File: src/rtl/cpu_pkg.sv
// cpu_pkg
// Shared types for the pipeline control slice.
//   reg_idx_t   : 5-bit architectural register index
//   REG_ZERO    : the hard-wired zero register, never a real producer
//   pipe_slot_t : bookkeeping kept for an instruction sitting in p3 or p4
//   SLOT_BUBBLE : an empty slot (no instruction, no write)
package cpu_pkg;

  typedef logic [4:0] reg_idx_t;

  localparam reg_idx_t REG_ZERO = 5'd0;

  typedef struct packed {
    logic     valid;
    reg_idx_t reg_d;
    logic     wen;
    logic     is_load;
  } pipe_slot_t;

  localparam pipe_slot_t SLOT_BUBBLE = '{valid: 1'b0, reg_d: REG_ZERO, wen: 1'b0, is_load: 1'b0};

endpackage

File: src/rtl/cpu_hazard.sv
// cpu_hazard
// Pipeline control sitting just upstream of the p2->p3 operand mux. It keeps
// track of which registers the instructions in p3 and p4 will write, steers
// the p2 operand bypass muxes, stalls p2 on load-use hazards or a busy p3,
// handles branch flushes and owns the p4 register-file write port control.
//
// Ports:
//   clock, reset            : clock and synchronous active-high reset
//   p2_valid .. p2_is_load  : decoded description of the instruction in p2
//   p3_busy                 : multi-cycle op in p3 not finished, freeze p2/p3
//   p3_flush                : taken branch resolved in p3, kill p2 instruction
//   p2_bypass_3_a/_b        : take operand A/B from the p3 result
//   p2_bypass_4_a/_b        : take operand A/B from the p4 result
//   p2_stall                : hold p1/p2 this cycle
//   p3_valid                : p3 holds a real instruction
//   p4_reg_d, p4_write_en   : register file write index and enable
//   stall_count             : free-running count of stalled cycles (wraps)
module cpu_hazard
  import cpu_pkg::*;
#(
  parameter int PERF_WIDTH = 32
) (
  input  logic                  clock,
  input  logic                  reset,
  input  logic                  p2_valid,
  input  logic [4:0]            p2_reg_a,
  input  logic [4:0]            p2_reg_b,
  input  logic                  p2_uses_a,
  input  logic                  p2_uses_b,
  input  logic [4:0]            p2_reg_d,
  input  logic                  p2_write_en,
  input  logic                  p2_is_load,
  input  logic                  p3_busy,
  input  logic                  p3_flush,
  output logic                  p2_bypass_3_a,
  output logic                  p2_bypass_3_b,
  output logic                  p2_bypass_4_a,
  output logic                  p2_bypass_4_b,
  output logic                  p2_stall,
  output logic                  p3_valid,
  output logic [4:0]            p4_reg_d,
  output logic                  p4_write_en,
  output logic [PERF_WIDTH-1:0] stall_count
);

  pipe_slot_t            p3_slot;
  pipe_slot_t            p4_slot;
  logic [PERF_WIDTH-1:0] stall_count_q;

  logic match3_a;
  logic match3_b;
  logic match4_a;
  logic match4_b;
  logic load_hazard;

  // A slot produces a value a p2 operand needs when it holds a real writing
  // instruction whose destination is the operand's register. The zero
  // register is excluded so a write to r0 never forwards or stalls.
  function automatic logic slot_match(input pipe_slot_t slot, input reg_idx_t src, input logic uses);
    return slot.valid & slot.wen & (slot.reg_d == src) & (src != REG_ZERO) & uses;
  endfunction

  // Operand matching, bypass steering and stall generation. p3 is the
  // youngest producer, so a p3 match always shadows a p4 match. A load in p3
  // has no result yet, so it cannot bypass from p3; that case becomes a
  // one-cycle stall after which the load is picked up from p4.
  always_comb begin
    match3_a      = slot_match(p3_slot, p2_reg_a, p2_uses_a);
    match3_b      = slot_match(p3_slot, p2_reg_b, p2_uses_b);
    match4_a      = slot_match(p4_slot, p2_reg_a, p2_uses_a);
    match4_b      = slot_match(p4_slot, p2_reg_b, p2_uses_b);
    load_hazard   = p2_valid & (match3_a | match3_b) & p3_slot.is_load;
    p2_bypass_3_a = match3_a & ~p3_slot.is_load;
    p2_bypass_3_b = match3_b & ~p3_slot.is_load;
    p2_bypass_4_a = match4_a & ~match3_a;
    p2_bypass_4_b = match4_b & ~match3_b;
    p2_stall      = load_hazard | p3_busy;
  end

  // Register-file write control. The write is blocked for r0 and also while
  // reset is asserted, so the instruction sitting in p4 when reset hits never
  // reaches the register file.
  always_comb begin
    p3_valid    = p3_slot.valid;
    p4_reg_d    = p4_slot.reg_d;
    p4_write_en = p4_slot.wen & (p4_slot.reg_d != REG_ZERO) & ~reset;
    stall_count = stall_count_q;
  end

  // Pipeline slot advance. A busy p3 freezes its own slot and sends a bubble
  // into p4 so the frozen instruction is written exactly once, when it
  // finally moves on; a flush raised during busy is ignored because p3 has
  // not resolved yet. Otherwise p3 always drains into p4 and the new p3
  // contents come from p2, unless p2 is being killed by a flush or held by a
  // load-use hazard, in which case a bubble is inserted.
  always_ff @(posedge clock) begin
    if (reset) begin
      p3_slot <= SLOT_BUBBLE;
      p4_slot <= SLOT_BUBBLE;
    end else if (p3_busy) begin
      p4_slot <= SLOT_BUBBLE;
    end else begin
      p4_slot <= '{valid:   p3_slot.valid,
                   reg_d:   p3_slot.reg_d,
                   wen:     p3_slot.wen & p3_slot.valid,
                   is_load: p3_slot.is_load};
      if (p3_flush || load_hazard) begin
        p3_slot <= SLOT_BUBBLE;
      end else begin
        p3_slot <= '{valid:   p2_valid,
                     reg_d:   p2_reg_d,
                     wen:     p2_write_en & p2_valid,
                     is_load: p2_is_load & p2_valid};
      end
    end
  end

  // Performance counter: one tick per stalled cycle, wrapping naturally.
  always_ff @(posedge clock) begin
    if (reset) begin
      stall_count_q <= '0;
    end else if (p2_stall) begin
      stall_count_q <= stall_count_q + PERF_WIDTH'(1);
    end
  end

endmodule

File: config.mk
export PLATFORM = sky130hd
export DESIGN_NAME = cpu_hazard
export DESIGN_NICKNAME = d
export VERILOG_FILES = /design/src/rtl/cpu_pkg.sv /design/src/rtl/cpu_hazard.sv
export SDC_FILE = /design/constraint.sdc
export NUM_CORES = 1
export LEC_CHECK = 0
export ABC_AREA = 1
export BUFFER_PORTS_ARGS = -buffer_cell sky130_fd_sc_hd__buf_2
export CORE_MARGIN = 4
export CORE_UTILIZATION = 59
export DETAILED_ROUTE_END_ITERATION = 8
export GPL_ROUTABILITY_DRIVEN = 0
export PLACE_DENSITY = 0.85
export SETUP_SLACK_MARGIN = 0.02
export SYNTH_ARGS = -nofsm -noshare
export SYNTH_HDL_FRONTEND = slang
export SYNTH_SLANG_ARGS = --single-unit
export TNS_END_PERCENT = 1
File: constraint.sdc
create_clock -name clock -period 2.53 [get_ports clock]
set_input_delay 0.506 -clock clock [delete_from_list [all_inputs] [get_ports clock]]
set_output_delay 0.506 -clock clock [all_outputs]
set_load 0.03 [all_outputs]
Yosys cells after proc, flatten, opt, wreduce, memory -nomap -nowiden
Index checks and enable logic that the tools add are counted.

Input bits: 24. Output and inout port bits: 44. Word-level logic and storage cells: 49. Flip-flop bits (word level): 47.

Mux-type cells: 1. Bitwise logic cells: 30. $add $sub $neg: 1. Eq/ne operators: 4. Reductions and logical operators: 5.

Operators by type and width (number): $add 32x1->32 const B (1); $and 1x1->1 (24); $eq 5x5->1 (4); $reduce_bool 5->1 (3); $mux 8 (1); $not 1->1 (4); $or 1x1->1 (2); $reduce_or 2->1 (1); $logic_or 1x1->1 (1).

Depth between registers and ports, before layout
Gate-level depths: netlist of the first run.

Depth after elaboration: 9. Mapped depth: 13. Depth with buffers taken out: 13.

Worst setup path after synthesis of the first run
No wires, ideal clock.

Path type: in2out. Start point: input p2_reg_a[3]. End point: output p2_bypass_4_a. Path slack: 396 ps. Arrival: 1628 ps. Required time: 2024 ps. Buffers on the path: 0. Stages: 4. Cells stage by stage: xor2_1 nor4_1 nand2_1 nor3_1.

Word-level cells in the longest chain between the ends: 6. Elaborated cells on any way between the ends: 11. Classes of those cells: eq/ne (2); bitwise (8); reduce/logical (1).

Ends and longest elaborated chain: from (decl) (RTL line cpu_hazard.sv:26) `input logic [4:0] p2_reg_a,`; $eq 5x5->1 (RTL line cpu_hazard.sv:60) `return slot.valid & slot.wen & (slot.reg_d == src) & (src != REG_ZERO) & uses;`; $and 1x1->1 (3 in a row) (RTL line cpu_hazard.sv:60); $not 1->1 (RTL line cpu_hazard.sv:75) `p2_bypass_4_a = match4_a & ~match3_a;`; $and 1x1->1 (*) (RTL line cpu_hazard.sv:75); to (decl) (RTL line cpu_hazard.sv:37) `output logic p2_bypass_4_a,`.

Mark *: on every way between the ends. The rest lies on a longest branch, timed or not.

Final worst setup path of the first run
Start point: register p3_slot (netlist bit p3_valid). End point: output p2_stall.

Word-level cells in the longest chain between the ends: 8. Elaborated cells on any way between the ends: 11. Classes of those cells: bitwise (11).

Ends and longest elaborated chain: from (decl) (RTL line cpu_hazard.sv:46) `pipe_slot_t p3_slot;`; from (signal assigned) (RTL line cpu_hazard.sv:110) `p3_slot <= '{valid: p2_valid,`; $and 1x1->1 (*) (RTL line cpu_hazard.sv:60); $and 1x1->1 (3 in a row) (RTL line cpu_hazard.sv:60); $or 1x1->1 (*) (RTL line cpu_hazard.sv:72) `load_hazard = p2_valid & (match3_a | match3_b) & p3_slot.is_load;`; $and 1x1->1 (*) (2 in a row) (RTL line cpu_hazard.sv:72); $or 1x1->1 (*) (RTL line cpu_hazard.sv:77) `p2_stall = load_hazard | p3_busy;`; to (decl) (RTL line cpu_hazard.sv:39) `output logic p2_stall,`.

Marks and branches as above.

==> out/results.ini, run 1 <==
[outcome]
status=complete, no violations

[drt]
wirelength_mm=9.01
m1WireLength_mm=4.05
drt-initial-drc-count=329
ant_nets=0
drtPass1Iterations=5
dr.max_layer_used=met4
wl_met3_um=708
vias=3510
post-route-drc-count=0
wl_per_cell_um=14.4
via_per_inst=5.61
met2_wirelength_mm=3.99

[power_and_ir_drop]
p_leak_uw=0.00152
powerDensity_nw_per_um2=367
peakVddDrop_mv=0.243

[synth]
syn_area_um2=3370
synth_top_family_by_area=simple AND/OR/NAND/NOR gates
syn_nets=518
synth_top_area_cell=dfxtp_1
async_reset_ff_share_pct=0
synth_compound_area_share_pct=10.9
ys_seq_elements=47
synth-simple-area-share_pct=44.2
avgSynthCellArea_um2=6.84
netlist_instances=493
synth_edf_count=0
synth-main-ff-cell=dfxtp_1
synth_cell_types=34
synthMuxAreaShare_pct=0
ys_seq_area_share_pct=27.9
post-synth-top-count-cell=nand2_1
netlist_top_cells_area=dfxtp_1 (28%), nand2_1 (18%), nand3_2 (8.0%), a21oi_2 (6.5%), nor2_1 (5.0%)
synth_top_area_share_pct=27.9
ys_warn_count=0
yosys-top-cells-count=nand2_1 (160), dfxtp_1 (47), nor2_1 (45), inv_1 (40), nand3_2 (27)
synth_xor_area_share_pct=5.45
synth_fa_ha_area_share_pct=0.371

[worst_setup_path]
crit_required_ps=2020
worstPathArrival_ps=1650
cp-end-kind=output pin
cp-start-kind=flop
worst-setup-path-type=flop to output pin
cp_max_fo=4

[finish]
drive_gt1_share_pct=29.4
fillCellCount=498
area_growth_pct=11.0
stdcell_count=626
final_nets=578
diodes=0

[cts]
path_clk_slew_ps=100
cts_tree=yes
cts.sink_count=47
cts_root_buffer=clkbuf_8
postCtsHoldBufs=0
post_cts_buffers=0
cts_buffers=5
clock_latency_ps=310
cts_resized=0
htree_levels=2
cts_max_path_buffers=2

[grt]
grtUsageTotal_pct=26.2
grt_first_pass_wirelength_mm=15.4
grt_pass1_vias=3292
antenna_found_initial=0
grt_max_degree=37
overflow=0

[floorplan]
ios=68
dieHeight_um=83.6
initial_core_util_pct=60.9
die_area_um2=6990
core_area_um2=5540
die_w_um=83.6
rows=27

[sta]
finalMaxSlewViolations=0
hold_viol=0
rsz0062_at_grt=false
timing.final.crit_share_pct=85.4
relSlewSlack_pct=65.4
max_freq_mhz=463
hold_ws_ps=462
tns_ps=0
period_minus_slack_ps=2160
finalSetupViolCount=0
skew_ps=7.52
tightest_slew_ps=519

[placed_design]
place_inst=618
port_buffers=67
hpwl_mm=6.78

[flow_run]
cap_violations=0

[min_path]
min_path_type=flop to flop

[metal layers]
layer / global-route usage (%) / vias up
met5: 0 / -
met4: 8.19 / 0
met3: 5.03 / 31
met2: 41.1 / 165
met1: 36.1 / 1619
li1: - / 1695
[logic make-up after synthesis]
kind of cell,count (synthesis)
buffers and inverters,70
and+or+nand+nor,303
AOI/OAI and AO/OA,51
DFF,47
adders and majority gates,1
xor gates and xnor gates,21
[state kept, by name (all words and copies together), names as in the netlist]
register	flops
p3_slot	7
p3_valid	1
p4_reg_d	5
p4_slot	2
stall_count	32
[final timing paths]
check / from / to / slack (ps) / depth (start not counted)
setup / recovery: p3_valid / p2_stall / 370 / 9
setup reg to reg: stall_count[1] / stall_count[16] / 530 / 9
hold reg to reg: p3_valid / p4_slot[7] / 460 / 2
hold / removal: p3_valid / p4_slot[7] / 460 / 2
[cell type report]
cell class / count / area, um^2 / area share, %
sequential: 47 / 941 / 25.1
multi-input combinational: 376 / 2060 / 54.9
tap: 72 / 90.1 / 2.40
inverter: 49 / 184 / 4.91
timing repair buffer: 74 / 388 / 10.4
clock buffer: 5 / 68.8 / 1.84
clock inverter: 3 / 20.0 / 0.534
[cell usage in the layout (no fill, tap or decap), types with 3 or more instances in the layout]
| cell type | count |
|---|---|
| nand3b_1 | 14 |
| nand3_1 | 17 |
| buf_2 | 67 |
| nor2_2 | 6 |
| o211ai_1 | 3 |
| nor2_1 | 45 |
| nand4_1 | 7 |
| xor2_1 | 15 |
| a21oi_1 | 16 |
| nor3_1 | 12 |
| dfxtp_1 | 47 |
| nand3_2 | 27 |
| clkbuf_8 | 5 |
| buf_4 | 7 |
| nand2_2 | 6 |
| xnor2_1 | 6 |
| inv_1 | 40 |
| nand2_1 | 160 |
| a21oi_2 | 25 |
| inv_2 | 9 |
[worst max-delay path, cell delays in order (launching register included)]
cell and delay, ps:
dfxtp_1 370, nand2_1 130, a21oi_1 160, nand2_1 80, nor2_2 100, nand2_2 90, nand2_2 80, nand2_4 60
nand2_4 60, buf_2 190
[stage by stage]
step	worst slack (ps)	utilization (%)	total power, uW	cell area [um^2]
after floorplan	396	-	880	3370
after global placement	536	66.0	924	3660
after detailed placement	491	66.0	929	3660
after CTS	380	67.6	1380	3750
after global routing	253	67.6	1430	3750
final	371	67.6	1380	3750
[report_power, final]
part / total [uW] / internal, uW / switching [uW]
Clock: 463 / 193 / 270
Combinational: 153 / 49.9 / 103
Sequential: 761 / 749 / 11.9
Total: 1380 / 992 / 385
No activity file was read; power rests on OpenSTA's default activity.
==> run 2, diff against run 1 <==
--- a/config.mk
+++ b/config.mk
@@ -11,7 +11,7 @@
 export CORE_UTILIZATION = 59
 export DETAILED_ROUTE_END_ITERATION = 8
 export GPL_ROUTABILITY_DRIVEN = 0
-export PLACE_DENSITY = 0.85
+export PLACE_DENSITY_LB_ADDON = 0.3
 export SETUP_SLACK_MARGIN = 0.02
 export SYNTH_ARGS = -nofsm -noshare
 export SYNTH_HDL_FRONTEND = slang
==> run 2 against run 1 <==
Net effect:
- worst hold slack worse by 4.6 ps
- critical path type unchanged
- largest power group unchanged
- count of clock-buffer cells in the layout increased by 2
- sequential share of layout area is 0.050 points lower
- flip-flop and latch count did not move
- maximum frequency shrank 7.5%
- highest routed layer unchanged
==> out/results.ini, run 2 (synthesis gave the netlist of run 1 again) <==
[worst_setup_path]
cp-start-kind=flop
crit_family=simple AND/OR/NAND/NOR gates
worstPathArrival_ps=1830
crit_required_ps=2020
cp-end-kind=output pin
endpoint=p2_stall
timing.rr.end=stall_count[18]
crit_buf_inv=3
cp_max_fo=19
worst-setup-path-type=flop to output pin
startpoint=p3_slot[5]
cpPeakStageDelay_ps=450
path_cells=inv_2, nand2_1, nand2_1, inv_1, nand2_1, nor2_1, nand2_2, nand2_2, nand2_4, nand2_4, buf_2
rrSetupSlack_ps=520
r2r_start=p3_slot[5]
reg2regPathDepth=13
crit_slowest_cell=dfxtp_1
crit_path_frequent_cell=nand2_1
critical_path_depth=11

[floorplan]
dieHeight_um=83.6
core_area_um2=5540
die_area_um2=6990
rows=27
die_w_um=83.6
initial_core_util_pct=60.9
ios=68

[cts]
clock_latency_ps=310
path_clk_slew_ps=90
cts_resized=0
cts_max_path_buffers=2
cts_tree=yes
postCtsHoldBufs=0
cts_buffers=5
cts_root_buffer=clkbuf_8
cts.sink_count=47
post_cts_buffers=0
htree_levels=2

[grt]
overflow=0
antenna_found_initial=0
grt_pass1_vias=3185
grt_max_degree=37
grtUsageTotal_pct=25.8
grt_first_pass_wirelength_mm=15.0

[sta]
rsz0062_at_grt=false
period_minus_slack_ps=2340
relSlewSlack_pct=64.2
finalMaxSlewViolations=0
tns_ps=0
hold_ws_ps=457
finalSetupViolCount=0
tightest_slew_ps=537
skew_ps=9.67
hold_viol=0
timing.final.crit_share_pct=92.3
max_freq_mhz=428

[placed_design]
place_inst=617
hpwl_mm=6.84
port_buffers=67
place_area_um2=3650

[finish]
final_design_area_no_fill_um2=3750
largest_register_ffs=32
stdcell_count=625
multiInputGateArea_um2=2060
area_growth_pct=11.3
final_nets=577
drive_gt1_share_pct=29.3
fillCellCount=516
final_common_cell=nand2_1
most-common-layout-cells=nand2_1 (160), buf_2 (67), dfxtp_1 (47), nor2_1 (45), inv_1 (40)
diodes=0
seq_area_um2=941

[drt]
wirelength_mm=9.13
post-route-drc-count=0
ant_nets=0
via_per_inst=5.61
vias=3505
wl_per_cell_um=14.6
drt-initial-drc-count=313
drtPass1Iterations=5

[min_path]
min_path_type=flop to flop

[power_and_ir_drop]
design_power_total_uw=1430
powerDensity_nw_per_um2=380
peakVddDrop_mv=0.380
p_leak_uw=0.00153

[flow_run]
cap_violations=0

[outcome]
status=complete, no violations

==> run 2: changes by cell type in the layout (fill, tap and decap cells not counted), sizes merged <==
cell / delta
buf: -1
clkbuf: +2
clkinv: -1
clkinvlp: -1
==> run 2: per-stage QoR <==
step | util [%] | setup slack [ps]
floorplan | - | 396
global placement | 65.9 | 401
detailed placement | 65.9 | 326
CTS | 67.8 | 190
global route | 67.8 | 78.2
finish | 67.8 | 195
==> run 2: layout make-up <==
type	instances	share of cell area [%]
Clock inverter	1	0.200
Multi-Input combinational cell	376	54.7
Inverter	49	4.90
Sequential cell	47	25.1
Clock buffer	7	2.57
Tap cell	72	2.40
Timing Repair Buffer	73	10.1
==> run 2: worst min-delay path: cells and delay by family (launching register included) <==
family                 cells  cell delay [ps]
buffers and inverters      1               60
flip-flops                 1              330
AND/OR/NAND/NOR            1               30
==> run 2: worst min-delay path by stage <==
stage / from / end / depth (start not counted)
after floorplan: p3_slot[2] / p4_reg_d[0] / 2
after global placement: p3_valid / p4_slot[7] / 2
after detailed placement: p3_valid / p4_slot[7] / 2
after CTS: p3_valid / p4_slot[7] / 2
after global routing: p3_valid / p4_slot[7] / 2
final: p3_valid / p4_slot[7] / 2
==> run 2: power breakdown <==
part	internal, uW	total, uW	switching, uW
registers	749	760	11.1
logic	50.0	153	103
clock network	249	513	264
total	1050	1430	378
==> run 2: per-layer routing <==
layer  GRT usage, %  vias up  wire [um]
met5              0        -          0
met4           7.60        0        189
met3           4.05       31        803
met2           42.1      197       4290
met1           35.1     1586       3850
li1               -     1691          -
==> run 3, diff against run 2 <==
--- a/config.mk
+++ b/config.mk
@@ -7,6 +7,7 @@
 export LEC_CHECK = 0
 export ABC_AREA = 1
 export BUFFER_PORTS_ARGS = -buffer_cell sky130_fd_sc_hd__buf_2
+export CORE_ASPECT_RATIO = 1.1
 export CORE_MARGIN = 4
 export CORE_UTILIZATION = 59
 export DETAILED_ROUTE_END_ITERATION = 8
==> run 3 against run 2 <==
Net effect:
- count of clock-buffer cells in the layout decreased by 2
- worst hold slack better by 8.8 ps
- core utilization up 0.93 points
- critical path depth decreased by 5
- first-iteration DRC count decreased by 39%
- via count down 2.5%
- critical path type unchanged
- largest cell class unchanged
- highest routed layer unchanged
==> out/results.ini, run 3 (synthesis gave the netlist of run 1 again) <==
[power_and_ir_drop]
power_frac_comb_pct=10.9
switching_power_uw=388
p_leak_uw=0.00152
powerDensity_nw_per_um2=369
swShare_pct=28.0
pwr-share-seq_pct=54.9
pwr-share-clk_pct=34.3
peakVddDrop_mv=0.234
intPower_uw=997

[sta]
finalSetupViolCount=0
timing.final.crit_share_pct=86.7
max_freq_mhz=456
tightest_slew_ps=519
skew_ps=10.9
period_minus_slack_ps=2190
relSlewSlack_pct=65.4
hold_viol=0
rsz0062_at_grt=false
finalMaxSlewViolations=0
tns_ps=0

[cts]
post_cts_buffers=0
clock_latency_ps=310
cts_resized=0
cts_max_path_buffers=2
cts_buffers=5
cts.sink_count=47
cts_root_buffer=clkbuf_8
postCtsHoldBufs=0
path_clk_slew_ps=100
htree_levels=2
cts_tree=yes

[flow_run]
cap_violations=0

[finish]
final_nets=578
largest_register_ffs=32
fillCellCount=509
most-common-layout-cells=nand2_1 (160), buf_2 (67), dfxtp_1 (47), nor2_1 (45), inv_1 (40)
drive_gt1_share_pct=29.4
final_design_area_no_fill_um2=3750
area_growth_pct=11.3
diodes=0
final_common_cell=nand2_1
final_core_util_pct=68.7

[min_path]
min_path_type=flop to flop

[grt]
grt_max_degree=37
grt_first_pass_wirelength_mm=14.9
overflow=0
grt_pass1_vias=3172
antenna_found_initial=0
grtUsageTotal_pct=26.4

[placed_design]
hpwl_mm=6.67
place_area_um2=3660
port_buffers=67

[floorplan]
ios=68
die_w_um=80.1
core_area_um2=5470
die_area_um2=6990
initial_core_util_pct=61.7
dieHeight_um=87.3
rows=28

[drt]
drtPass1Iterations=5
ant_nets=0
post-route-drc-count=0
wirelength_mm=8.71
vias=3418
via_per_inst=5.43
drt-initial-drc-count=192
wl_per_cell_um=13.8

[worst_setup_path]
cp-end-kind=output pin
cp_max_fo=4
worstPathArrival_ps=1690
crit_required_ps=2020
worst-setup-path-type=flop to output pin
cp-start-kind=flop

[outcome]
status=complete, no violations

[run 3: cell types whose count changed in the layout (fill, tap and decap cells not counted), sizes merged]
cell / change
clkbuf: -2
buf: +1
clkinvlp: +1
inv: +1
[run 3: path summary, 6_finish.rpt]
path / end / slack [ps] / from / cells past startpoint
max: p2_bypass_4_b / 340 / p4_reg_d[2] / 6
min: p4_slot[7] / 470 / p3_valid / 2
max reg2reg: stall_count[16] / 550 / stall_count[1] / 9
min reg2reg: p4_slot[7] / 470 / p3_valid / 2
[run 3: layout make-up]
type | instances | area [um^2] | area share [%]
clock buffer | 5 | 68.8 | 1.83
sequential | 47 | 941 | 25.1
clock inverter | 3 | 23.8 | 0.633
tap | 75 | 93.8 | 2.50
multi-input combinational | 376 | 2060 | 54.7
inverter | 49 | 184 | 4.90
timing repair buffer | 74 | 388 | 10.3
[run 3: worst max-delay path, stage by stage, from the launching register on]
cell and delay [ps]:
dfxtp_1 400, inv_1 110, nand2_1 70, nand4_1 100, a221oi_1 270, and3_2 240
buf_2 190
[run 3: per-stage QoR]
stage          worst slack, ps  hold slack [ps]  cells  total power [uW]
3_5_place_dp               481              452    621               927
2_1_floorplan              396              458    493               880
4_1_cts                    386              468    629              1390
5_1_grt                    252              495    629              1450
3_3_place_gp               484              451    621               924
6_report                   336              466    629              1380
[run 3: power by group through the flow]
stage	registers, uW	clock network, uW	logic, uW
final	760	475	150
after global routing	762	516	168
after CTS	760	485	150
after detailed placement	777	0	150
after global placement	777	0	147
after floorplan	783	0	96.5
[run 3: metal layers]
layer / global-route usage, % / up-vias / part of all wire (%)
li1: - / 1691 / -
met3: 4.24 / 22 / 7.6
met4: 9.06 / 0 / 2.3
met5: 0 / - / 0
met2: 43.4 / 128 / 48
met1: 34.9 / 1577 / 42
